<file path="src/rtl/ibex_icache_ram_arb_pkg.sv">
// Shared types and default geometry for the icache RAM arbiter.
package ibex_icache_ram_arb_pkg;

    localparam int unsigned IC_NUM_WAYS  = 2;
    localparam int unsigned IC_INDEX_W   = 8;
    localparam int unsigned IC_TAG_SIZE  = 22;
    localparam int unsigned IC_LINE_SIZE = 64;

    typedef enum logic {
        IC_RAM_TAG  = 1'b0,
        IC_RAM_DATA = 1'b1
    } ic_ram_sel_e;

    typedef enum logic {
        IC_ARB_IDLE = 1'b0,
        IC_ARB_RESP = 1'b1
    } ic_arb_state_e;

    // Way-select width; at least one bit so a single-way build still has a port.
    function automatic int unsigned ic_way_w(int unsigned num_ways);
        return (num_ways > 1) ? $clog2(num_ways) : 1;
    endfunction

endpackage

</file>
<file path="src/rtl/ibex_icache_ram_arb.sv">
// Icache tag/data RAM arbiter. The icache owns the RAM banks whenever it
// drives any request; a secondary requester (scrubber / debug backdoor) is
// granted only the idle cycles. Reads return one cycle after the grant.
// Optional starvation monitor: define IBEX_ICACHE_ARB_STARVE_EN.
module ibex_icache_ram_arb
    import ibex_icache_ram_arb_pkg::*;
#(
    parameter int unsigned NumWays   = IC_NUM_WAYS,
    parameter int unsigned IndexW    = IC_INDEX_W,
    parameter int unsigned TagWidth  = IC_TAG_SIZE,
    parameter int unsigned LineWidth = IC_LINE_SIZE,
    parameter int unsigned MaxStall  = 16
) (
    input  logic                               clk_i,
    input  logic                               rst_ni,
    // icache side
    input  logic [NumWays-1:0]                 ic_tag_req_i,
    input  logic                               ic_tag_write_i,
    input  logic [IndexW-1:0]                  ic_tag_addr_i,
    input  logic [TagWidth-1:0]                ic_tag_wdata_i,
    output logic [NumWays-1:0][TagWidth-1:0]   ic_tag_rdata_o,
    input  logic [NumWays-1:0]                 ic_data_req_i,
    input  logic                               ic_data_write_i,
    input  logic [IndexW-1:0]                  ic_data_addr_i,
    input  logic [LineWidth-1:0]               ic_data_wdata_i,
    output logic [NumWays-1:0][LineWidth-1:0]  ic_data_rdata_o,
    // secondary requester
    input  logic                               sec_req_i,
    output logic                               sec_gnt_o,
    input  logic                               sec_write_i,
    input  ic_ram_sel_e                        sec_sel_i,
    input  logic [ic_way_w(NumWays)-1:0]       sec_way_i,
    input  logic [IndexW-1:0]                  sec_addr_i,
    input  logic [LineWidth-1:0]               sec_wdata_i,
    output logic                               sec_rvalid_o,
    output logic [LineWidth-1:0]               sec_rdata_o,
    output logic                               sec_starved_o,
    // RAM banks
    output logic [NumWays-1:0]                 tag_req_o,
    output logic                               tag_write_o,
    output logic [IndexW-1:0]                  tag_addr_o,
    output logic [TagWidth-1:0]                tag_wdata_o,
    input  logic [NumWays-1:0][TagWidth-1:0]   tag_rdata_i,
    output logic [NumWays-1:0]                 data_req_o,
    output logic                               data_write_o,
    output logic [IndexW-1:0]                  data_addr_o,
    output logic [LineWidth-1:0]               data_wdata_o,
    input  logic [NumWays-1:0][LineWidth-1:0]  data_rdata_i
);

    localparam int unsigned WayW = ic_way_w(NumWays);

    logic                ic_busy;
    logic                rd_gnt;
    ic_arb_state_e       state_q, state_d;
    logic [WayW-1:0]     way_p1;
    ic_ram_sel_e         sel_p1;

    assign ic_busy   = (|ic_tag_req_i) | (|ic_data_req_i);
    assign sec_gnt_o = sec_req_i & ~ic_busy;
    assign rd_gnt    = sec_gnt_o & ~sec_write_i;

    // RAM read data goes straight back to the icache; it only samples after its own request.
    assign ic_tag_rdata_o  = tag_rdata_i;
    assign ic_data_rdata_o = data_rdata_i;

    // RAM port steering: icache by default, secondary only on a granted idle cycle.
    always_comb begin
        tag_req_o    = ic_tag_req_i;
        tag_write_o  = ic_tag_write_i;
        tag_addr_o   = ic_tag_addr_i;
        tag_wdata_o  = ic_tag_wdata_i;
        data_req_o   = ic_data_req_i;
        data_write_o = ic_data_write_i;
        data_addr_o  = ic_data_addr_i;
        data_wdata_o = ic_data_wdata_i;
        if (sec_gnt_o) begin
            tag_req_o    = '0;
            data_req_o   = '0;
            tag_write_o  = sec_write_i;
            tag_addr_o   = sec_addr_i;
            tag_wdata_o  = sec_wdata_i[TagWidth-1:0];
            data_write_o = sec_write_i;
            data_addr_o  = sec_addr_i;
            data_wdata_o = sec_wdata_i;
            if (sec_sel_i == IC_RAM_TAG) begin
                tag_req_o[sec_way_i] = 1'b1;
            end else begin
                data_req_o[sec_way_i] = 1'b1;
            end
        end
    end

    // Response FSM: any granted read lands in RESP for exactly the following cycle.
    always_comb begin
        state_d = IC_ARB_IDLE;
        if (rd_gnt) begin
            state_d = IC_ARB_RESP;
        end
    end

    // FSM state register.
    always_ff @(posedge clk_i or negedge rst_ni) begin
        if (!rst_ni) begin
            state_q <= IC_ARB_IDLE;
        end else begin
            state_q <= state_d;
        end
    end

    // Capture way/array of a granted read to steer the returning RAM data.
    always_ff @(posedge clk_i) begin
        if (rd_gnt) begin
            way_p1 <= sec_way_i;
            sel_p1 <= sec_sel_i;
        end
    end

    // Response: RAM data of the captured way, tag reads zero-extended; zero outside RESP.
    always_comb begin
        sec_rvalid_o = (state_q == IC_ARB_RESP);
        sec_rdata_o  = '0;
        if (state_q == IC_ARB_RESP) begin
            if (sel_p1 == IC_RAM_TAG) begin
                sec_rdata_o = LineWidth'(tag_rdata_i[way_p1]);
            end else begin
                sec_rdata_o = data_rdata_i[way_p1];
            end
        end
    end

`ifdef IBEX_ICACHE_ARB_STARVE_EN
    localparam int unsigned CntW = $clog2(MaxStall + 1);

    logic [CntW-1:0] stall_cnt_q;

    // Count consecutive refused cycles; saturates at MaxStall, clears on grant or request drop.
    always_ff @(posedge clk_i or negedge rst_ni) begin
        if (!rst_ni) begin
            stall_cnt_q <= '0;
        end else if (!sec_req_i || sec_gnt_o) begin
            stall_cnt_q <= '0;
        end else if (stall_cnt_q != CntW'(MaxStall)) begin
            stall_cnt_q <= stall_cnt_q + 1'b1;
        end
    end

    assign sec_starved_o = (stall_cnt_q == CntW'(MaxStall));
`else
    logic unused_max_stall;
    assign unused_max_stall = ^MaxStall;
    assign sec_starved_o    = 1'b0;
`endif

endmodule

</file>
<file path="config.mk">
export PLATFORM = sky130hd
export DESIGN_NAME = ibex_icache_ram_arb
export DESIGN_NICKNAME = d
export VERILOG_FILES = /design/src/rtl/ibex_icache_ram_arb_pkg.sv /design/src/rtl/ibex_icache_ram_arb.sv
export SDC_FILE = /design/constraint.sdc
export NUM_CORES = 1
export LEC_CHECK = 0
export CORE_AREA = 5 5 271 273
export CTS_CLUSTER_SIZE = 25
export DETAILED_ROUTE_END_ITERATION = 7
export DIE_AREA = 0 0 276 278
export HOLD_SLACK_MARGIN = 0.05
export PLACE_DENSITY_LB_ADDON = 0.25
export SKIP_CTS_REPAIR_TIMING = 1
export SYNTH_ARGS = -nofsm -noshare
export SYNTH_HDL_FRONTEND = slang
export SYNTH_SLANG_ARGS = --single-unit
</file>
<file path="constraint.sdc">
create_clock -name clk_i -period 1.65 [get_ports clk_i]
set_input_delay 0.33 -clock clk_i [delete_from_list [all_inputs] [get_ports clk_i]]
set_output_delay 0.33 -clock clk_i [all_outputs]
set_load 0.01 [all_outputs]
</file>
-- Word level (Yosys, flattened, before mapping)
Index checks and enable logic that the tools add are counted.
- register bits after elaboration: 3
- latch bits: 0
- RAM bits: 0
- ROM bits: 0
- output and inout bits: 347
- logic and storage cells: 33
- memories: 0
- $add $sub $neg: 0
- multipliers: 0
- divide/modulo/power cells: 0
- $lt $le $gt $ge: 3
- equality and inequality tests: 0
- shift operators: 0
- muxes and demuxes: 19
- bitwise operators: 5
- reduce and logical (&&, ||, !) cells: 3
- operators with widths (cell ; number):
    64-bit two-way mux ; 5
    22-bit two-way mux ; 3
    8-bit two-way mux ; 2
    2-bit two-way mux ; 4
    1-bit by 2-bit less-than comparator with 1-bit output (second input constant) ; 2
    1-bit two-way mux ; 4
    2-bit OR reduction ; 2
    1-bit AND ; 2
    1-bit NOT ; 2
    1-bit demux with 1-bit select ; 1
    1-bit >= comparator (second input constant) ; 1
    1-bit logical AND ; 1
    1-bit bitwise OR ; 1

-- Depth between registers and ports, before layout
Gate-level depths: netlist of the first run.
- word-level depth: 6
- depth in mapped cells: 5

-- Worst setup path after synthesis of the first run
No wires, ideal clock.
- path type: input port to output port
- from: in ic_tag_req_i[1]
- to: out tag_addr_o[3]
- data arrival time: 1.385 ns
- slack: -0.065 ns
- stages: 5
- buffers on the path: 2
- cells stage by stage: nor4_1 > and2_1 > buf_6 > buf_6 > mux2_2
- word-level cells in the longest chain between the ends: 5
- ends and longest elaborated chain (what ; RTL line ; RTL):
    from (decl) ; ibex_icache_ram_arb.sv:17 ; input logic [NumWays-1:0] ic_tag_req_i,
    2-bit OR reduction ; ibex_icache_ram_arb.sv:59 ; assign ic_busy = (|ic_tag_req_i) | (|ic_data_req_i);
    1-bit bitwise OR ; ibex_icache_ram_arb.sv:59 ;
    1-bit NOT ; ibex_icache_ram_arb.sv:60 ; assign sec_gnt_o = sec_req_i & ~ic_busy;
    1-bit AND ; ibex_icache_ram_arb.sv:60 ;
    net sec_gnt_o ; ibex_icache_ram_arb.sv:29 ; output logic sec_gnt_o,
    8-bit two-way mux ; ibex_icache_ram_arb.sv:77 ; if (sec_gnt_o) begin
    to (decl) ; ibex_icache_ram_arb.sv:41 ; output logic [IndexW-1:0] tag_addr_o,
The timed path passes the listed nets, and every way through them passes these cells.

-- Worst setup path after layout of the first run
- from: in ic_data_req_i[0]
- to: out tag_wdata_o[19]
- word-level cells in the longest chain between the ends: 5
- ends and longest elaborated chain (what ; RTL line ; RTL):
    from (decl) ; ibex_icache_ram_arb.sv:22 ; input logic [NumWays-1:0] ic_data_req_i,
    2-bit OR reduction ; ibex_icache_ram_arb.sv:59 ;
    1-bit bitwise OR ; ibex_icache_ram_arb.sv:59 ;
    1-bit NOT ; ibex_icache_ram_arb.sv:60 ;
    1-bit AND ; ibex_icache_ram_arb.sv:60 ;
    22-bit two-way mux ; ibex_icache_ram_arb.sv:77 ;
    to (decl) ; ibex_icache_ram_arb.sv:42 ; output logic [TagWidth-1:0] tag_wdata_o,
No other way between the ends.

==> results of run 1 <==
[power by group through the flow]
stage / Combinational [mW] / Sequential [mW] / Clock, mW
6_report: 2.53 / 0.0828 / 0.386
3_5_place_dp: 2.53 / 0.0839 / 0
3_3_place_gp: 2.55 / 0.0839 / 0
5_1_grt: 2.67 / 0.0828 / 0.398
4_1_cts: 2.55 / 0.0829 / 0.397
2_1_floorplan: 0.822 / 0.0836 / 0
[metrics by stage]
step / hold slack, ns / setup WS [ns] / power, mW / util [%]
global route: 0.256 / -0.706 / 3.15 / 18.3
detailed placement: 0.484 / -1.50 / 2.61 / 16.2
floorplan: 0.0344 / -0.0629 / 0.906 / -
CTS: 0.250 / -1.53 / 3.03 / 16.3
finish: 0.252 / -0.621 / 3.00 / 18.3
global placement: 0.486 / -1.50 / 2.63 / 16.2
[routing by layer]
metal  track usage (%)  share of wire [%]
met5                 0               0.23
met4              1.25                2.2
met3              4.93                 11
met2              18.6                 52
met1              9.68                 35
[how the worst max path moves through the flow]
stage / from / to / slack [ns] / cells after the start
global placement: ic_tag_req_i[1] / data_wdata_o[37] / -1.50 / 7
finish: ic_data_req_i[0] / tag_wdata_o[19] / -0.62 / 8
CTS: ic_tag_req_i[1] / data_wdata_o[37] / -1.53 / 7
detailed placement: ic_tag_req_i[1] / data_wdata_o[23] / -1.50 / 7
floorplan: ic_tag_req_i[1] / tag_addr_o[3] / -0.06 / 5
global route: ic_data_req_i[0] / tag_wdata_o[21] / -0.71 / 8
[final cells by class]
cell class	count	area share, %
repair buffers	861	68.1
multi-input cells	241	21.4
well taps	950	9.17
flip-flops and latches	3	0.666
clock buffers	4	0.608
inverters	2	0.0579
diodes	1	0.0193
[worst max-delay path: stages]
cell	delay, ns
sky130_fd_sc_hd__buf_8	0.10
sky130_fd_sc_hd__nor4_4	0.33
sky130_fd_sc_hd__and2_4	0.31
sky130_fd_sc_hd__buf_6	0.16
sky130_fd_sc_hd__clkbuf_16	0.16
sky130_fd_sc_hd__buf_8	0.10
sky130_fd_sc_hd__mux2_4	0.30
sky130_fd_sc_hd__buf_6	0.14
[logic make-up (layout without fill, tap and decap cells)]
logic type,after synthesis,count (layout),synth area share (%)
AND/OR/NAND/NOR,68,68,7.85
other,1,2,0.0926
flip-flops,3,3,2.10
multiplexers,168,168,51.5
AO/OA/AOI/OAI,4,4,0.865
buffers and inverters,202,867,37.6
[sequential cells by signal, indices dropped and copies added (netlist names)]
name and count:
sec_rvalid_o 1, sel_p1 1, way_p1 1
[synthesized netlist by cell type]
| master | instances |
|---|---|
| sky130_fd_sc_hd__dfrtp_1 | 1 |
| sky130_fd_sc_hd__mux2i_1 | 42 |
| sky130_fd_sc_hd__edfxtp_1 | 2 |
| sky130_fd_sc_hd__buf_6 | 14 |
| sky130_fd_sc_hd__nor2_1 | 42 |
| sky130_fd_sc_hd__mux4_2 | 22 |
| sky130_fd_sc_hd__nor4_1 | 1 |
| sky130_fd_sc_hd__clkbuf_1 | 5 |
| sky130_fd_sc_hd__inv_1 | 2 |
| sky130_fd_sc_hd__a31o_2 | 4 |
| sky130_fd_sc_hd__nor2b_1 | 1 |
| sky130_fd_sc_hd__and2_1 | 23 |
| sky130_fd_sc_hd__nand2_1 | 1 |
| sky130_fd_sc_hd__buf_1 | 1 |
| sky130_fd_sc_hd__conb_1 | 1 |
| sky130_fd_sc_hd__buf_2 | 7 |
| sky130_fd_sc_hd__buf_4 | 173 |
| sky130_fd_sc_hd__mux2_2 | 104 |
[cell usage in the layout, fill, tap and decap left out, types with 2 or more instances in the layout]
master                            instances
sky130_fd_sc_hd__a31o_2                   3
sky130_fd_sc_hd__and2_1                  16
sky130_fd_sc_hd__and2_4                   7
sky130_fd_sc_hd__buf_12                  17
sky130_fd_sc_hd__buf_16                   2
sky130_fd_sc_hd__buf_2                   30
sky130_fd_sc_hd__buf_4                   98
sky130_fd_sc_hd__buf_6                   77
sky130_fd_sc_hd__buf_8                   11
sky130_fd_sc_hd__clkbuf_16               13
sky130_fd_sc_hd__clkbuf_2                74
sky130_fd_sc_hd__clkdlybuf4s50_1        352
sky130_fd_sc_hd__dlymetal6s2s_1         190
sky130_fd_sc_hd__edfxtp_1                 2
sky130_fd_sc_hd__inv_1                    2
sky130_fd_sc_hd__mux2_2                  51
sky130_fd_sc_hd__mux2_4                  53
sky130_fd_sc_hd__mux2i_1                 33
sky130_fd_sc_hd__mux2i_2                  8
sky130_fd_sc_hd__mux4_2                  22
sky130_fd_sc_hd__nor2_1                  34
sky130_fd_sc_hd__nor2_2                   8
==> impl_metrics.json, run 1 <==
{
  "grt.overflow.total": 0,
  "initial_core_util_pct": 5.71,
  "type_of_element_launching_the_critical_path": "primary input",
  "cp_max_fo": 6,
  "dr_drc_count": 0,
  "top_level_ports": 705,
  "timing.final.hold_violations": 0,
  "cts.sink_count": 3,
  "slew_violations": 0,
  "synthesis.nets": 804,
  "wire_per_inst_um": 21.5,
  "achievable-frequency_mhz": 440,
  "worstSetupEndpointType": "output pin",
  "dpl.hpwl_um": 37300,
  "synthCells": 446,
  "vdd.ir_drop.worst_v": 0.000271,
  "pin_count_of_the_biggest_net_entering_global_routing": 28,
  "tns_ns": -75.07,
  "worstHoldPathType": "primary input to asynchronous set/reset pin",
  "path_class": "primary input to output pin",
  "synthesis.area_per_instance_um2": 9.08,
  "antenna_violations_before_repair": 18,
  "detail_route.vias_per_cell": 2.91,
  "postLayoutSetupSlackWorst_ns": -0.621,
  "power_density_nw_per_um2": 231,
  "violations": "setup timing",
  "vias": 5994,
  "detail_route.iter0.violations": 78,
  "ant_nets": 0,
  "fin_crit_sh_pct": 138,
  "p_comb_share_pct": 84.4,
  "detailedRoute.firstPassIterationCount": 4,
  "floorplan_die_height_um": 278,
  "grt_pass1_vias": 6307,
  "post_layout_nonfiller_instances": 2062,
  "grt_first_pass_wirelength_um": 53600,
  "finish.net_count": 1470,
  "cp_data_arrival_time_ns": 1.94,
  "run_status": "finished, violations left",
  "proportion_of_layout_cells_with_a_drive_suffix_above_1_pct": 43.2,
  "port_buffers": 703,
  "yosysWarnings": 0,
  "synth-seq-cells": 3,
  "seq_area_um2": 86.3,
  "net-switching-power_mw": 0.959,
  "layout_min_cycle_time_ns": 2.27,
  "final-setup-viol-count": 173,
  "routabilityCongestion": 0.808,
  "synth_top_area_share_pct": 32.1,
  "cts_root_buf": "sky130_fd_sc_hd__clkbuf_16",
  "area_delta_synth_final_pct": 220,
  "cts-buffers-inserted": 3,
  "swShare_pct": 32.0,
  "area_post_placement_um2": 11500,
  "dieWidth_um": 276,
  "floorplan.rows": 98,
  "core-area_um2": 70900,
  "synth_top_cells_by_area": "sky130_fd_sc_hd__buf_4 (32%), sky130_fd_sc_hd__mux2_2 (29%), sky130_fd_sc_hd__mux4_2 (12%)",
  "grtUsageTotal_pct": 9.73,
  "seq_power_share_pct": 2.8,
  "seq_area_frac_synth_pct": 2.10,
  "p_int_mw": 2.04,
  "worst_setup_hold_path_clk_slew_ns": 0.03,
  "cts_tree": "yes",
  "netlist.top_cell.by_area": "sky130_fd_sc_hd__buf_4",
  "final_cell_area_um2": 13000,
  "clock_power_share_pct": 12.9,
  "power_leakage_nw": 6.91,
  "htreeDepth": 1,
  "post_synth_instance_area_um2": 4050,
  "postRouteWirelength_um": 44400,
  "multi_input_area_um2": 2770,
  "die-area_um2": 76700,
  "layout.filler_cells": 7940,
  "grt_setup_unrepaired": "yes",
  "cts_max_path_buffers": 2,
  "dp.cells": 1988,
  "maxCapViolCount": 0,
  "ys_types": 18,
  "crit_required_ns": 1.32
}
(Power assumes the default switching activity.)
==> inputs of run 2 (changes only) <==
Settings changed: CTS_BUF_LIST from default to sky130_fd_sc_hd__clkbuf_16.
==> run 2 against run 1 <==
The run still ends with setup timing left. Sequential share of layout area stayed put. Non-clock buffer count stayed put. Sequential power hardly changed. Global-route usage stayed put. Power is 0.18% lower. Routed wire length stayed put. Critical path depth stayed put. Setup slack stayed put. First-iteration DRC count stayed put. Clock power is 1% lower.
==> impl_metrics.json, run 2 (synthesis gave the netlist of run 1 again) <==
{
  "grt_pass1_vias": 6309,
  "violations": "setup timing",
  "worstSetupEndpointType": "output pin",
  "run_status": "finished, violations left",
  "postLayoutSetupSlackWorst_ns": -0.621,
  "dpl_worst_slack_ns": -1.50,
  "type_of_element_launching_the_critical_path": "primary input",
  "floorplan.rows": 98,
  "postRouteWirelength_um": 44400,
  "seq_area_um2": 86.3,
  "mostFrequentLayoutCell": "sky130_fd_sc_hd__clkdlybuf4s50_1",
  "antenna_violations_before_repair": 18,
  "dp.cells": 1988,
  "power_density_nw_per_um2": 231,
  "floorplan_die_height_um": 278,
  "final_cell_mix": "sky130_fd_sc_hd__clkdlybuf4s50_1 (352), sky130_fd_sc_hd__dlymetal6s2s_1 (190), sky130_fd_sc_hd__buf_4 (98), sky130_fd_sc_hd__buf_6 (77), sky130_fd_sc_hd__clkbuf_2 (74)",
  "die-area_um2": 76700,
  "power_leakage_nw": 6.91,
  "routabilityCongestion": 0.808,
  "vdd.ir_drop.worst_v": 0.000267,
  "layout.filler_cells": 7940,
  "vias": 5994,
  "dieWidth_um": 276,
  "cts-buffers-inserted": 3,
  "initial_core_util_pct": 5.71,
  "path_class": "primary input to output pin",
  "detailedRoute.firstPassIterationCount": 4,
  "grt.overflow.total": 0,
  "timing.hold.ws_ns": 0.252,
  "crit_required_ns": 1.32,
  "ant_nets": 0,
  "grt_first_pass_wirelength_um": 53600,
  "detail_route.vias_per_cell": 2.91,
  "maxCapViolCount": 0,
  "worst_setup_hold_path_clk_slew_ns": 0.03,
  "pin_count_of_the_biggest_net_entering_global_routing": 28,
  "finish.net_count": 1470,
  "multi_input_area_um2": 2770,
  "dr_drc_count": 0,
  "post_layout_nonfiller_instances": 2062,
  "cp_data_arrival_time_ns": 1.94,
  "fin_crit_sh_pct": 138,
  "htreeDepth": 1,
  "timing.final.hold_violations": 0,
  "cts.sink_count": 3,
  "detail_route.iter0.violations": 78,
  "area_delta_synth_final_pct": 220,
  "final-setup-viol-count": 173,
  "worstHoldPathType": "primary input to asynchronous set/reset pin",
  "wire_per_inst_um": 21.5,
  "top_level_ports": 705,
  "layout_min_cycle_time_ns": 2.27,
  "cp_max_fo": 6,
  "cts_tree": "yes",
  "slew_violations": 0,
  "core-area_um2": 70900,
  "dpl.hpwl_um": 37300,
  "achievable-frequency_mhz": 440,
  "cts_root_buf": "sky130_fd_sc_hd__clkbuf_16",
  "port_buffers": 703,
  "proportion_of_layout_cells_with_a_drive_suffix_above_1_pct": 43.2,
  "cts_max_path_buffers": 2,
  "grt_setup_unrepaired": "yes",
  "grtUsageTotal_pct": 9.73
}
run 2: cell count changes in the layout (fill, tap and decap cells not counted), sizes merged:
cell    delta
clkbuf     -1
inv        +1
run 2: layer usage:
layer,track usage (%),routed length (um),vias up
met5,0,103,-
met4,1.25,997,16
met3,4.93,4910,54
met2,18.6,22900,442
met1,9.68,15500,2765
li1,-,-,2717
run 2: area by class of cell:
| type | count | share of cell area, % |
|---|---|---|
| Multi-Input combinational cell | 241 | 21.4 |
| Tap cell | 950 | 9.17 |
| Antenna cell | 1 | 0.0193 |
| Inverter | 2 | 0.0579 |
| Clock inverter | 1 | 0.0289 |
| Timing Repair Buffer | 861 | 68.1 |
| Clock buffer | 3 | 0.579 |
| Sequential cell | 3 | 0.666 |
run 2: through the flow:
stage	instance area, um^2	setup TNS, ns	total power [mW]	util, %
floorplan	4060	-5.66	0.906	-
global placement	11500	-198.26	2.63	16.2
detailed placement	11500	-198.56	2.61	16.2
CTS	11600	-215.54	3.02	16.3
global route	13000	-87.63	3.15	18.3
finish	13000	-75.11	2.99	18.3
run 2: critical path, stage by stage:
cell,delay (ns)
sky130_fd_sc_hd__buf_8,0.10
sky130_fd_sc_hd__nor4_4,0.33
sky130_fd_sc_hd__and2_4,0.31
sky130_fd_sc_hd__buf_6,0.16
sky130_fd_sc_hd__clkbuf_16,0.16
sky130_fd_sc_hd__buf_8,0.10
sky130_fd_sc_hd__mux2_4,0.30
sky130_fd_sc_hd__buf_6,0.14
run 2: worst max path at each step:
| stage | from | to |
|---|---|---|
| detailed placement | ic_tag_req_i[1] | data_wdata_o[23] |
| floorplan | ic_tag_req_i[1] | tag_addr_o[3] |
| finish | ic_data_req_i[0] | tag_wdata_o[19] |
| global route | ic_data_req_i[0] | tag_wdata_o[21] |
| CTS | ic_tag_req_i[1] | data_wdata_o[37] |
| global placement | ic_tag_req_i[1] | data_wdata_o[37] |
run 2: power by group:
| group | internal (mW) | switching [mW] |
|---|---|---|
| Clock | 0.313 | 0.0680 |
| Combinational | 1.64 | 0.891 |
| Sequential | 0.0819 | 0.000867 |
| Total | 2.03 | 0.960 |
